### src/rtl/mul_pkg.sv
// -----------------------------------------------------------------------------
// mul_pkg
// Shared definitions for the sequential shift-add multiplier.
//   state_t : FSM state encoding (IDLE=0, CALC=1, DONE=2)
//   clog2   : ceil(log2(n)). The iteration counter uses clog2(WIDTH+1) bits
//             so that it can hold the value WIDTH itself.
// -----------------------------------------------------------------------------
package mul_pkg;

   typedef enum logic [1:0] {
      IDLE = 2'd0,
      CALC = 2'd1,
      DONE = 2'd2
   } state_t;

   function automatic int clog2(input int n);
      int r;
      int v;
      r = 0;
      v = n - 1;
      while (v > 0) begin
         r = r + 1;
         v = v >> 1;
      end
      return r;
   endfunction

endpackage

### src/rtl/mul_sign_conv.sv
// -----------------------------------------------------------------------------
// mul_sign_conv
// Conditional two's-complement negation. Used both as an absolute-value stage
// (i_en = operand MSB) and as the final product negate (i_en = sign flag).
// Ports:
//   i_en : 1     negate when high, pass through when low
//   i_x  : WIDTH input value
//   o_y  : WIDTH i_en ? -i_x : i_x (mod 2^WIDTH)
// -----------------------------------------------------------------------------
module mul_sign_conv #(
   parameter int WIDTH = 4
) (
   input  logic             i_en,
   input  logic [WIDTH-1:0] i_x,
   output logic [WIDTH-1:0] o_y
);

   assign o_y = i_en ? (~i_x + WIDTH'(1)) : i_x;

endmodule

### src/rtl/mul_seq.sv
// -----------------------------------------------------------------------------
// mul_seq
// Sequential shift-add multiplier, one partial-product bit per clock.
// Fixed latency of WIDTH cycles from the start edge to the done pulse; the
// registered product z holds its value until the next operation completes.
//
// Build option: define MUL_SIGNED_EN to add the abs/negate path so that the
// sgn input can select two's-complement operation per request. Without it,
// sgn is ignored and every operation is unsigned.
//
// Ports:
//   clk   : in  1        rising-edge clock
//   rst_n : in  1        asynchronous active-low reset
//   start : in  1        request, sampled only in IDLE or DONE
//   sgn   : in  1        signed operation (MUL_SIGNED_EN builds only)
//   a     : in  WIDTH    multiplicand, sampled with start
//   b     : in  WIDTH    multiplier, sampled with start
//   busy  : out 1        high while iterating
//   done  : out 1        one-cycle pulse when z is updated
//   z     : out 2*WIDTH  registered product
// -----------------------------------------------------------------------------
module mul_seq
   import mul_pkg::*;
#(
   parameter int WIDTH = 4
) (
   input  logic               clk,
   input  logic               rst_n,
   input  logic               start,
   input  logic               sgn,
   input  logic [WIDTH-1:0]   a,
   input  logic [WIDTH-1:0]   b,
   output logic               busy,
   output logic               done,
   output logic [2*WIDTH-1:0] z
);

   localparam int CW = clog2(WIDTH + 1);
   localparam int PW = 2 * WIDTH;

   state_t             r_state;
   logic [PW-1:0]      r_mcand;
   logic [PW-1:0]      r_acc;
   logic [WIDTH-1:0]   r_mplr;
   logic [CW-1:0]      r_cnt;
   logic               r_busy;
   logic               r_done;
   logic [PW-1:0]      r_z;

   logic [WIDTH-1:0]   w_a_mag;
   logic [WIDTH-1:0]   w_b_mag;
   logic [PW-1:0]      w_acc_next;
   logic [PW-1:0]      w_prod;
   logic               w_last;

   // Accumulator value after the current iteration; also feeds the output
   // register directly so the last partial product lands in z on the same edge.
   assign w_acc_next = r_mplr[0] ? (r_acc + r_mcand) : r_acc;
   assign w_last     = (r_cnt == CW'(1));

`ifdef MUL_SIGNED_EN
   logic r_sign;
   logic w_sign;

   // Magnitudes: |-2^(WIDTH-1)| wraps to 2^(WIDTH-1), which is exactly the
   // right unsigned value, so no extra bit is needed.
   mul_sign_conv #(.WIDTH(WIDTH)) u_abs_a (
      .i_en (sgn & a[WIDTH-1]),
      .i_x  (a),
      .o_y  (w_a_mag)
   );

   mul_sign_conv #(.WIDTH(WIDTH)) u_abs_b (
      .i_en (sgn & b[WIDTH-1]),
      .i_x  (b),
      .o_y  (w_b_mag)
   );

   assign w_sign = sgn & (a[WIDTH-1] ^ b[WIDTH-1]);

   mul_sign_conv #(.WIDTH(PW)) u_neg_p (
      .i_en (r_sign),
      .i_x  (w_acc_next),
      .o_y  (w_prod)
   );
`else
   logic w_unused_sgn;

   assign w_unused_sgn = sgn;
   assign w_a_mag      = a;
   assign w_b_mag      = b;
   assign w_prod       = w_acc_next;
`endif

   always_ff @(posedge clk or negedge rst_n) begin
      if (!rst_n) begin
         r_state <= IDLE;
         r_mcand <= '0;
         r_acc   <= '0;
         r_mplr  <= '0;
         r_cnt   <= '0;
         r_busy  <= 1'b0;
         r_done  <= 1'b0;
         r_z     <= '0;
`ifdef MUL_SIGNED_EN
         r_sign  <= 1'b0;
`endif
      end else begin
         case (r_state)
            IDLE, DONE: begin
               r_done <= 1'b0;
               if (start) begin
                  r_mcand <= {{WIDTH{1'b0}}, w_a_mag};
                  r_mplr  <= w_b_mag;
                  r_acc   <= '0;
                  r_cnt   <= CW'(WIDTH);
                  r_busy  <= 1'b1;
`ifdef MUL_SIGNED_EN
                  r_sign  <= w_sign;
`endif
                  r_state <= CALC;
               end else begin
                  r_state <= IDLE;
               end
            end

            CALC: begin
               r_acc   <= w_acc_next;
               r_mcand <= r_mcand << 1;
               r_mplr  <= r_mplr >> 1;
               r_cnt   <= r_cnt - CW'(1);
               if (w_last) begin
                  r_z     <= w_prod;
                  r_done  <= 1'b1;
                  r_busy  <= 1'b0;
                  r_state <= DONE;
               end
            end

            default: begin
               r_busy  <= 1'b0;
               r_done  <= 1'b0;
               r_state <= IDLE;
            end
         endcase
      end
   end

   assign busy = r_busy;
   assign done = r_done;
   assign z    = r_z;

endmodule

### config.mk
export PLATFORM = sky130hd
export DESIGN_NAME = mul_seq
export DESIGN_NICKNAME = d
export VERILOG_FILES = /design/src/rtl/mul_pkg.sv /design/src/rtl/mul_sign_conv.sv /design/src/rtl/mul_seq.sv
export SDC_FILE = /design/constraint.sdc
export NUM_CORES = 1
export LEC_CHECK = 0
export BUFFER_PORTS_ARGS = -buffer_cell sky130_fd_sc_hd__buf_2
export CAP_MARGIN = 20
export CELL_PAD_IN_SITES_DETAIL_PLACEMENT = 0
export CELL_PAD_IN_SITES_GLOBAL_PLACEMENT = 1
export CORE_MARGIN = 4
export CORE_UTILIZATION = 40
export CTS_BUF_LIST = sky130_fd_sc_hd__clkbuf_16
export DETAILED_ROUTE_END_ITERATION = 10
export HOLD_SLACK_MARGIN = 0.1
export PLACE_DENSITY_LB_ADDON = 0.1
export SLEW_MARGIN = 5
export SYNTH_ARGS = -nofsm -noshare
export SYNTH_HDL_FRONTEND = slang
export SYNTH_SLANG_ARGS = --single-unit
### constraint.sdc
create_clock -name clk -period 2 [get_ports clk]
set_clock_uncertainty 0.15 [all_clocks]
set_input_delay 0.4 -clock clk [delete_from_list [all_inputs] [get_ports clk]]
set_output_delay 0.4 -clock clk [all_outputs]
set_load 0.05 [all_outputs]
==> results.md <==
- Part of the cycle the worst path needs: 1.00
- FILL cells: 437
- Mean Syn Cell Area: 9.62 sq um
- Fraction of registers with async set/reset: 1.00
- DP Area: 0.00231 sq mm
- Share of layout cells above drive strength 1: 0.279
- Deepest clock path buffer count: 2
- Fin nets: 267
- Slew of the pin with the lowest slew margin: 0.545 ns
- Worst Reg-to-Reg Cells: 7
- CTS tree: done
- Synth-to-layout area growth: 27.6%
- Area contributors post-synth: dfrtp_1, mux2i_1, a21oi_1, ha_1, nand2_1
- RSZ-0062 raised after global routing: yes
- Antenna-violating nets left: 0
- Htree depth: 2
- Drt total wl: 4230 um
- N_diodes: 0
- Chip width: 78.4 um
- Syn Inst Count: 206
- Commonest cells in the netlist: dfrtp_1, nand2_1, a21oi_1
- Critical R2R Launch: r_mcand[1]
- Drt pass-1 iters: 4
- FP Rows: 25
- Pin count of the biggest net entering global routing: 23
- Critical path origin: r_mcand[1]
- Crit start category: register
- Final non-filler cell total: 311
- Vias after detailed routing: 1584
- Smallest setup slack after layout: -0.00680 ns
- Final std cell area, no fill: 0.00253 sq mm
- HP Start: start
- I/O pin cnt: 22
- Die height: 78.4 um
- CP endpoint: r_acc[6]
- Worst VDD drop: 692 uV
- Root Buffer: clkbuf_16
- Final Hold Viols: 0
- Crit Path Category: register to register
- Gp weighted congestion: 0.879
- Placed insts: 304
- Initial antenna violation count: 0
- Failing checks: negative setup slack
- Final setup viols: 1
- TritonCTS buffer count: 5
- Clock-pin slew on the worst setup and hold paths: 0.05 ns
- Wire length of the first global-routing pass: 7400 um
- Post-synth EDFFs: 0
- Post-Place Worst Slack: -0.0602 ns
- Main synth FF type: dfrtp_1
- HP Class: primary input to register
- Share of the synthesized area in the top cell type: 0.429
- Max Cap Violations: 0
- Wire per inst: 13.6 um
- Port Buffers: 20
- Top-count cell post-synth: dfrtp_1
- Syn nets: 228
- Fmax: 498 MHz
- PwrDens: 1950 mW/mm^2
- Latest clock arrival within the worst-skew pair: 0.27 ns
- Initial DRC Count: 91
- Worst EP required: 2.01 ns
- Drt drc: 0
- Seq/Total Area, Yosys: 0.429
- RR Endpoint: r_acc[6]
- Post-DP HPWL: 3060 um
- Area leader, netlist: dfrtp_1
- Worst R2R Setup Slack: -0.007 ns
- Yosys warns: 0
- Starting density of the core: 0.417
- Critical path arrival: 2.02 ns
- Final Power: 4.94 mW
- Yosys reg bits: 34
- Post-Syn Area: 0.00198 sq mm
- Worst setup EP type: register
- Total GRT Usage: 0.151
- Min cycle time layout: 2.01 ns
- Drt via density: 5.09
- Distinct cells, synth: 39
- Post-CTS Repair Setup Buffers: 0
- Core area: 0.00475 sq mm
- Clock sink count: 34
- Max-slew violations: 0
- Maximum fanout along the worst path: 4
- Slew HR: 0.635
- Pleak: 1.14 nW
- Vias in the first global route: 1537
- Die ar.: 0.00614 sq mm
- Congestion Overflow GR: 0
- Status: complete, but fails checks
-- per-layer routing --
layer  up-vias  share of wire  track usage
li1        800              -            -
met1       743           0.49        0.210
met2        34           0.45        0.229
met3         7          0.040       0.0367
met4         0          0.014       0.0559
met5         -              0            0
-- repair_timing --
| action | CTS | global route |
|---|---|---|
| pin swaps | 9 | 9 |
| endpoints found under the setup margin | 5 | 6 |
| hold buffers | 1 | 0 |
| gates resized for setup | 4 | 4 |
| endpoints found under the hold margin | 16 | 0 |
-- layout by cell type, fill, tap and decap left out, types with 2 or more instances in the layout --
cell and count:
dfrtp_1 34, inv_1 5, a211oi_1 6, buf_2 20
a31oi_1 3, a21oi_2 2, o21ai_0 10, nand2b_1 6
ha_1 4, mux2i_1 13, clkbuf_16 5, nand2_1 24
o21ai_1 2, ha_4 5, a21oi_1 22, nor2_1 13
xor2_1 3, a21o_1 2, nand3_1 2, xnor2_1 5
mux2_2 4, nor2b_1 8, a22o_1 4, buf_4 23
-- critical path, stage by stage, from the launching register on --
cell and delay, ns:
dfrtp_1 0.40, buf_4 0.17, fa_2 0.39, a21oi_2 0.15, o21ai_1 0.09, a21oi_1 0.18
xnor2_1 0.11, a32o_1 0.25
-- report_power, final --
| group | internal, mW | switching, mW |
|---|---|---|
| combinational | 1.34 | 1.61 |
| sequential | 1.01 | 0.282 |
| clock | 0.441 | 0.254 |
-- metrics by stage --
stage                     setup TNS, ns   util  hold WS [ns]
after floorplan                       0      -       -0.0456
after global placement          -0.0710  0.487         0.211
after detailed placement         -0.135  0.487         0.217
after CTS                       -0.0469  0.522         0.229
after global routing             -0.283  0.532         0.248
final                          -0.00680  0.532         0.222
-- cells by family after synthesis --
family / synth area share
AOI/OAI and AO/OA: 0.196
muxes: 0.0941
and+or+nand+nor: 0.135
adders and majority gates: 0.0669
DFF: 0.429
xor gates and xnor gates: 0.0398
buffers and inverters: 0.0385
-- sequential cells by signal, summed over array words and instances (netlist names) --
signal   cells
r_acc        8
r_mcand      8
z            8
r_mplr       4
r_cnt        3
busy         1
done         1
r_state      1
-- worst min path at each step --
stage / to / slack [ns] / cells after the start
2_1_floorplan: busy / -0.05 / 0
3_3_place_gp: r_acc[1] / 0.21 / 1
3_5_place_dp: r_acc[0] / 0.22 / 1
4_1_cts: r_cnt[0] / 0.23 / 2
5_1_grt: r_cnt[0] / 0.25 / 2
6_report: r_cnt[0] / 0.22 / 2
-- final cells by class --
cell class	count	area, sq um	area share
flip-flops and latches	34	851	0.336
inverters	5	18.8	0.00742
multi-input cells	154	1140	0.452
clock inverters	1	3.75	0.00148
clock buffers	5	125	0.0495
repair buffers	45	303	0.120
well taps	67	83.8	0.0332
(Power assumes the default switching activity.)
